$ cat config.mk
export PLATFORM = sky130hd
export DESIGN_NAME = pipe_scroller
export DESIGN_NICKNAME = d
export VERILOG_FILES = /design/src/rtl/pipe_pkg.sv /design/src/rtl/pipe_spawn_ctrl.sv /design/src/rtl/pipe_scroller.sv
export SDC_FILE = /design/constraint.sdc
export NUM_CORES = 1
export LEC_CHECK = 0
export CAP_MARGIN = 20
export CORE_ASPECT_RATIO = 1.75
export CORE_MARGIN = 1
export CORE_UTILIZATION = 42
export DETAILED_ROUTE_END_ITERATION = 10
export GPL_TIMING_DRIVEN = 0
export PLACE_DENSITY = 0.76
export REMOVE_ABC_BUFFERS = 1
export SYNTH_ARGS = -nofsm -noshare
export SYNTH_HDL_FRONTEND = slang
export SYNTH_SLANG_ARGS = --single-unit
export TNS_END_PERCENT = 10
$ cat constraint.sdc
create_clock -name clkM -period 2.2 [get_ports clkM]
set_input_delay 0.44 -clock clkM [delete_from_list [all_inputs] [get_ports clkM]]
set_output_delay 0.44 -clock clkM [all_outputs]
set_load 0.005 [all_outputs]
$ cat src/rtl/pipe_pkg.sv
// Shared types and defaults for the pipe scroller playfield.
package pipe_pkg;

  typedef enum logic [1:0] {
    IDLE  = 2'd0,
    RUN   = 2'd1,
    OVER  = 2'd2,
    FLUSH = 2'd3
  } scroll_state_t;

  localparam int unsigned ROWS_DEF  = 16;
  localparam int unsigned COLS_DEF  = 16;
  localparam logic [7:0]  SCORE_MAX = 8'd99;

endpackage

$ cat src/rtl/pipe_spawn_ctrl.sv
// Pending-pipe latch and spacing counter; decides what enters the right edge on each scroll.
module pipe_spawn_ctrl
  import pipe_pkg::*;
#(
  parameter int unsigned ROWS    = ROWS_DEF,
  parameter int unsigned GAP_MIN = 3
) (
  input  logic            clkM,
  input  logic            reset,
  input  logic            spawn_req,
  input  logic [ROWS-1:0] new_pipe,
  input  logic            spawn_en,
  input  logic            tick,
  input  logic            clear,
  output logic            inject,
  output logic [ROWS-1:0] col_in
);

  localparam int unsigned GW = (GAP_MIN < 1) ? 1 : $clog2(GAP_MIN + 1);

  logic            pending_q, pending_d;
  logic [ROWS-1:0] pend_q, pend_d;
  logic [GW-1:0]   gap_q, gap_d;

  assign inject = tick && pending_q && (gap_q >= GW'(GAP_MIN));
  assign col_in = inject ? pend_q : '0;

  always_comb begin
    pending_d = pending_q;
    pend_d    = pend_q;
    gap_d     = gap_q;
    if (tick) begin
      if (inject) begin
        pending_d = 1'b0;
        gap_d     = '0;
      end else if (gap_q < GW'(GAP_MIN)) begin
        gap_d = gap_q + GW'(1);
      end
    end
    // A request in the consuming cycle re-arms with the new pattern; the old one was used.
    if (spawn_en && spawn_req) begin
      pending_d = 1'b1;
      pend_d    = new_pipe;
    end
    if (clear) begin
      pending_d = 1'b0;
      gap_d     = GW'(GAP_MIN);
    end
  end

  always_ff @(posedge clkM) begin
    if (reset) begin
      pending_q <= 1'b0;
      pend_q    <= '0;
      gap_q     <= GW'(GAP_MIN);
    end else begin
      pending_q <= pending_d;
      pend_q    <= pend_d;
      gap_q     <= gap_d;
    end
  end

endmodule

$ cat src/rtl/pipe_scroller.sv
// Full-playfield pipe shift buffer with play/over/flush FSM.
// Optional pipes-passed score counter enabled by PIPE_SCORE_EN.
module pipe_scroller
  import pipe_pkg::*;
#(
  parameter int unsigned ROWS    = ROWS_DEF,
  parameter int unsigned COLS    = COLS_DEF,
  parameter int unsigned GAP_MIN = 3
) (
  input  logic                 clkM,
  input  logic                 reset,
  input  logic                 scrollTick,
  input  logic                 start,
  input  logic                 gameover,
  input  logic                 spawnReq,
  input  logic [ROWS-1:0]      newPipe,
  output logic [ROWS*COLS-1:0] field,
  output logic [ROWS-1:0]      leftCol,
  output logic [1:0]           state,
  output logic                 passed,
  output logic                 spawnAck,
  output logic [7:0]           score
);

  localparam int unsigned FW = (COLS > 1) ? $clog2(COLS) : 1;

  scroll_state_t         state_q, state_d;
  logic [ROWS*COLS-1:0]  field_q, field_d;
  logic [FW-1:0]         flush_q, flush_d;
  logic                  passed_q, passed_d;
  logic                  ack_q, ack_d;
  logic                  shift_run, flush_exit, inject;
  logic [ROWS-1:0]       col_in;

  pipe_spawn_ctrl #(
    .ROWS    (ROWS),
    .GAP_MIN (GAP_MIN)
  ) u_spawn (
    .clkM      (clkM),
    .reset     (reset),
    .spawn_req (spawnReq),
    .new_pipe  (newPipe),
    .spawn_en  (state_q != FLUSH),
    .tick      (shift_run),
    .clear     (flush_exit),
    .inject    (inject),
    .col_in    (col_in)
  );

  always_comb begin
    state_d    = state_q;
    field_d    = field_q;
    flush_d    = flush_q;
    passed_d   = 1'b0;
    ack_d      = 1'b0;
    shift_run  = 1'b0;
    flush_exit = 1'b0;
    unique case (state_q)
      IDLE: begin
        field_d = '0;
        if (start) state_d = RUN;
      end
      RUN: begin
        // gameover wins over a coincident tick: the field freezes as it was.
        if (gameover) begin
          state_d = OVER;
        end else if (scrollTick) begin
          shift_run = 1'b1;
          field_d   = {col_in, field_q[ROWS*COLS-1:ROWS]};
          passed_d  = |field_q[ROWS-1:0];
          ack_d     = inject;
        end
      end
      OVER: begin
        if (start && !gameover) begin
          state_d = FLUSH;
          flush_d = '0;
        end
      end
      FLUSH: begin
        field_d = {{ROWS{1'b0}}, field_q[ROWS*COLS-1:ROWS]};
        flush_d = flush_q + FW'(1);
        if (flush_q == FW'(COLS - 1)) begin
          state_d    = IDLE;
          flush_d    = '0;
          flush_exit = 1'b1;
        end
      end
    endcase
  end

  always_ff @(posedge clkM) begin
    if (reset) begin
      state_q  <= IDLE;
      field_q  <= '0;
      flush_q  <= '0;
      passed_q <= 1'b0;
      ack_q    <= 1'b0;
    end else begin
      state_q  <= state_d;
      field_q  <= field_d;
      flush_q  <= flush_d;
      passed_q <= passed_d;
      ack_q    <= ack_d;
    end
  end

`ifdef PIPE_SCORE_EN
  logic [7:0] score_q;

  always_ff @(posedge clkM) begin
    if (reset) begin
      score_q <= '0;
    end else if (state_q == IDLE && state_d == RUN) begin
      score_q <= '0;
    end else if (passed_d && score_q < SCORE_MAX) begin
      score_q <= score_q + 8'd1;
    end
  end

  assign score = score_q;
`else
  assign score = 8'd0;
`endif

  assign field    = field_q;
  assign leftCol  = field_q[ROWS-1:0];
  assign state    = state_q;
  assign passed   = passed_q;
  assign spawnAck = ack_q;

endmodule

==> results of run 1 <==
-- worst max-delay path by stage --
stage	from	cells past startpoint	slack [ns]	to
floorplan	state[0]	5	-13.10	field[181]
global placement	state[0]	5	-24.53	field[217]
detailed placement	state[0]	7	-0.93	field[228]
CTS	state[1]	8	0.006	field[183]
global route	state[1]	9	0.02	field[27]
finish	state[1]	7	0.15	field[183]
-- synth_stat cells, types with 2 or more instances --
library cell	number
dfxtp_1	283
nand2_1	217
a21oi_1	197
nand3_1	182
a22o_1	76
clkbuf_1	49
buf_4	46
buf_2	30
inv_1	7
ha_1	6
nor2_1	6
nor4_1	4
o21ai_0	4
a31oi_1	3
a21boi_0	2
a21o_1	2
a22oi_1	2
mux2i_1	2
nand2b_1	2
nor2b_1	2
o311ai_0	2
-- layer usage --
metal | wire length [um] | global-route usage, % | vias to the layer above
li1 | - | - | 4415
met5 | 0 | 0 | -
met4 | 1697 | 13.71 | 0
met3 | 1655 | 3.736 | 82
met2 | 14510 | 39.03 | 327
met1 | 11040 | 25.07 | 4183
-- cells by family after synthesis --
| logic type | synth area share (%) |
|---|---|
| flops | 55.85 |
| simple gates | 18.28 |
| compound gates | 17.82 |
| mux | 0.1974 |
| fa+ha+maj | 0.7401 |
| buf+inv | 7.068 |
| other cells | 0.03697 |
-- final cells by class --
class                   instances  area share, %
flip-flops and latches        283          39.63
multi-input cells             736          27.18
repair buffers                325          24.01
clock buffers                  31          4.749
well taps                     304          2.659
clock inverters                17          1.592
inverters                       7         0.1837
-- registers in the layout, indices dropped and copies added (netlist names) --
signal and flops:
field 256, u_spawn.pend_q 16, flush_q 4, state 2
u_spawn.gap_q 2, passed 1, spawnAck 1, u_spawn.pending_q 1
-- power breakdown --
| part | internal, mW | switching (mW) |
|---|---|---|
| Sequential | 5.18 | 0.0554 |
| Combinational | 1.40 | 3.45 |
| Clock | 2.72 | 2.02 |
| Total | 9.30 | 5.53 |
-- worst reg2reg max path, stage by stage (launching register included) --
cell and delay (ns):
dfxtp_1 0.41, inv_1 0.11, ha_2 0.49, o21a_4 0.25, buf_16 0.22, nor2_4 0.07, buf_12 0.17, a22o_1 0.23
-- timing repair --
item / in CTS / in global routing
gates resized for setup: 5 / 1
pin swaps: 4 / 2
buffers inserted: 10 / 3
hold buffers: 0 / 0
cloned: 6 / 1
endpoints found under the setup margin: 272 / 90
==> impl_metrics.yaml, run 1 <==
floorplan:
  fp-row-count: 74
  initial_core_util_pct: 43.13
  die_h_um: 207.6
  die-width_um: 119.5
  core_mm2: 0.02352
  die_area_mm2: 0.02480
  ios: 306
setup_path:
  worstSetupPathType: "reg2reg"
  critical_path_buf_inv_count: 3
  critPathMaxFanout: 37
  reg2reg_slack_ns: 0.15
  worstPathArrival_ns: 2.49
  slowest_stage: "ha_2"
  cp.required_ns: 2.63
  rr_worst_depth: 7
  crit_chain: "inv_1, ha_2, o21a_4, buf_16, nor2_4, buf_12, a22o_1"
  r2r-start: "state[1]"
  crit_path_end_kind: "flip-flop"
  slowest_delay_ns: 0.49
  r2r-end: "field[183]"
  cp_top_family: "buffers and inverters"
  cp-start-kind: "flip-flop"
clock_network:
  cts_root_buf: "clkbuf_16"
  cts_tree: "built"
  clock_path_buffers: 3
  clk_latency_ns: 0.55
  cts_buffers: 26
  numClockSinks: 283
  clk_pin_slew_ns: 0.06
  h-tree-depth: 1
drt:
  vias: 9007
  drt-initial-drc-count: 545
  via_per_inst: 5.289
  ant_nets: 0
  wl_per_cell_um: 16.97
  drcViolationCount: 0
  dr.pass1.iters: 5
  totalWireLength_um: 28910
worst_hold_path:
  whs_path_depth: 2
  hold_start: "reset"
  worstHoldEndpoint: "field[50]"
  min_path_type: "in2reg"
grt:
  antenna_found_initial: 0
  grt_pass1_wl_um: 44930
  grt_pass1_vias: 8403
  gr-total-overflow: 0
  grt_max_degree: 118
  grt_util_all_layers_pct: 22.37
layout:
  final_util_pct: 60.83
  seq_area_mm2: 0.005669
  fin_cells: 1703
  stdcell_area_mm2: 0.01431
  layout_common_cells: "clkdlybuf4s50_1 (295), dfxtp_1 (282), nand2_1 (217)"
  drive_gt1_share_pct: 6.362
  n_fill_cell: 2008
  multi_input_area_mm2: 0.003889
  antenna_cells: 0
  syn2layout_area_growth_pct: 41.04
  final_common_cell: "clkdlybuf4s50_1"
  num-nets-final: 1407
sta:
  max_freq_mhz: 487.1
  slew_violations: 0
  grt_setup_unrepaired: "false"
  skew_ns: 0.008451
  finalHoldViolations: 0
  tightestPinTransition_ns: 0.7756
  whs_ns: 0.3451
  post-route-period-util_pct: 93.32
  setup_tns_ns: 0
  relSlewSlack_pct: 48.30
  min_period_ns: 2.053
  setup_ws_ns: 0.1469
  setup_viol: 0
synth:
  ys_warn_count: 0
  synth-edff-count: 0
  synth_area_mm2: 0.01014
  ys_seq_area_share_pct: 55.85
  synth_cell_types: 36
  synthesis.instances: 1139
  synthArstFlopShare_pct: 0
  yosysTopAreaCell: "dfxtp_1"
  synth-seq-cells: 283
  synth-main-ff-cell: "dfxtp_1"
  synthDominantCellAreaShare_pct: 55.85
  syn_area_per_cell_um2: 8.906
  synth_area_leaders: "dfxtp_1 (56%), a21oi_1 (9.7%), nand3_1 (9.0%), nand2_1 (8.0%), a22o_1 (6.6%)"
outcome:
  run_status: "finished clean"
placed_design:
  portBuffers: 297
  routabilityCongestion: 0.7526
  pre_cts_slack_ns: -0.9321
  placed_cell_area_mm2: 0.01318
  post-place-cells: 1635
  place_hpwl_um: 18020
power:
  peakVddDrop_uv: 743.5
  leakage_nw: 4.832
  pwr_density_cell_mw_per_mm2: 1037
  total_power_mw: 14.84
job:
  cap_viol_max_count: 0
(Power assumes the default switching activity.)
==> run 2: changes to the inputs <==
RECOVER_POWER = 50   (was default)
==> run 2 against run 1 <==
- sequential power barely moved
- sequential cell count stayed put
- clock power hardly changed
- register-to-register slack barely moved
- highest routed layer unchanged
==> impl_metrics.yaml, run 2 (synthesized netlist as in run 1, its figures left out) <==
floorplan:
  die_h_um: 207.6
  die-width_um: 119.5
  fp-row-count: 74
  core_mm2: 0.02352
  initial_core_util_pct: 43.13
  die_area_mm2: 0.02480
  ios: 306
grt:
  grt_max_degree: 118
  antenna_found_initial: 0
  grt_pass1_wl_um: 44930
  grt_pass1_vias: 8403
  gr-total-overflow: 0
  grt_util_all_layers_pct: 22.37
setup_path:
  worstSetupPathType: "reg2reg"
  critPathMaxFanout: 37
  cp_top_family: "buffers and inverters"
  crit_path_end_kind: "flip-flop"
  worstPathArrival_ns: 2.48
  crit_path_start: "state[1]"
  slowest_stage: "ha_2"
  cp-start-kind: "flip-flop"
  critical_path_buf_inv_count: 3
  cp.required_ns: 2.64
  slowest_delay_ns: 0.49
  r2r-start: "state[1]"
  crit_chain: "inv_1, ha_2, o21a_4, buf_16, nor2_4, buf_12, a22o_1"
placed_design:
  placed_cell_area_mm2: 0.01318
  portBuffers: 297
  place_hpwl_um: 18020
  routabilityCongestion: 0.7526
  post-place-cells: 1635
power:
  leakage_nw: 5.704
  p_switching_mw: 5.512
  p_int_mw: 9.302
  peakVddDrop_uv: 741.0
  clock_power_share_pct: 32.0
  combPwrFrac_pct: 32.7
  pwr_density_cell_mw_per_mm2: 1035
  total_power_mw: 14.81
  seq_power_share_pct: 35.3
  swShare_pct: 37.21
layout:
  antenna_cells: 0
  num-nets-final: 1407
  n_fill_cell: 2008
  seq_area_mm2: 0.005669
  multi_input_area_mm2: 0.003889
  syn2layout_area_growth_pct: 41.04
  largest_register_ffs: 256
  final_common_cell: "dfxtp_1"
  drive_gt1_share_pct: 6.362
  layout_common_cells: "dfxtp_1 (282), dlygate4sd3_1 (243), nand2_1 (217)"
  fin_cells: 1703
  stdcell_area_mm2: 0.01431
drt:
  dr.pass1.iters: 5
  wl_per_cell_um: 16.88
  totalWireLength_um: 28760
  drt-initial-drc-count: 506
  drcViolationCount: 0
  ant_nets: 0
  vias: 9022
  via_per_inst: 5.298
sta:
  tightestPinTransition_ns: 0.7724
  slew_violations: 0
  relSlewSlack_pct: 48.51
  post-route-period-util_pct: 93.11
  max_freq_mhz: 488.2
  grt_setup_unrepaired: "false"
  min_period_ns: 2.049
  whs_ns: 0.3541
  setup_viol: 0
  finalHoldViolations: 0
  skew_ns: 0.008101
clock_network:
  clock_path_buffers: 3
  numClockSinks: 283
  cts_tree: "built"
  clk_pin_slew_ns: 0.07
  cts_buffers: 26
  cts_root_buf: "clkbuf_16"
  cts_hold_buf: 0
  clk_latency_ns: 0.55
  h-tree-depth: 1
worst_hold_path:
  hold_start: "reset"
  min_path_type: "in2reg"
job:
  cap_viol_max_count: 0
outcome:
  run_status: "finished clean"
-- run 2: changes by cell type in the layout (fill, tap and decap cells not counted) --
| cell | delta |
|---|---|
| dlygate4sd3_1 | +243 |
| clkdlybuf4s50_1 | -243 |
-- run 2: area by class of cell --
class | instances | area share (%)
inverter | 7 | 0.1837
clock inverter | 17 | 1.592
multi-input combinational | 736 | 27.18
timing repair buffer | 325 | 24.01
sequential | 283 | 39.63
clock buffer | 31 | 4.749
tap | 304 | 2.659
-- run 2: what timing repair did --
item                                    CTS  global route
resized for setup                         5             1
buffers inserted                         10             3
endpoints found under the setup margin  272            90
pin swaps                                 4             2
cloned                                    6             1
hold endpoints to repair                  0             0
-- run 2: power by group through the flow --
| stage | clock (mW) | combinational (mW) | sequential [mW] |
|---|---|---|---|
| 3_5_place_dp | 0 | 3.97 | 5.45 |
| 4_1_cts | 4.85 | 4.59 | 5.23 |
| 6_report | 4.74 | 4.84 | 5.23 |
| 3_3_place_gp | 0 | 0.868 | 5.54 |
| 2_1_floorplan | 0 | 0.779 | 5.55 |
| 5_1_grt | 5.02 | 5.14 | 5.24 |
-- run 2: worst paths after layout --
path	endpoint	slack, ns	cells past startpoint
max	field[183]	0.15	7
min	field[50]	0.35	2
max reg2reg	field[183]	0.15	7
min reg2reg	u_spawn.pend_q[2]	0.46	2
-- run 2: metrics by stage --
stage	util [%]	setup WS, ns	setup TNS, ns
2_1_floorplan	-	-13.10	-2512.32
3_3_place_gp	54.56	-24.53	-4349.31
3_5_place_dp	56.06	-0.9321	-151.50
4_1_cts	60.59	0.005815	0
5_1_grt	60.83	0.02035	0
6_report	60.83	0.1515	0
-- run 2: layer usage --
layer / GRT usage (%) / part of all wire (%) / vias up
li1: - / - / 4414
met1: 25.07 / 38 / 4203
met2: 39.03 / 51 / 323
met3: 3.736 / 5.5 / 82
met4: 13.71 / 5.9 / 0
met5: 0 / 0 / -
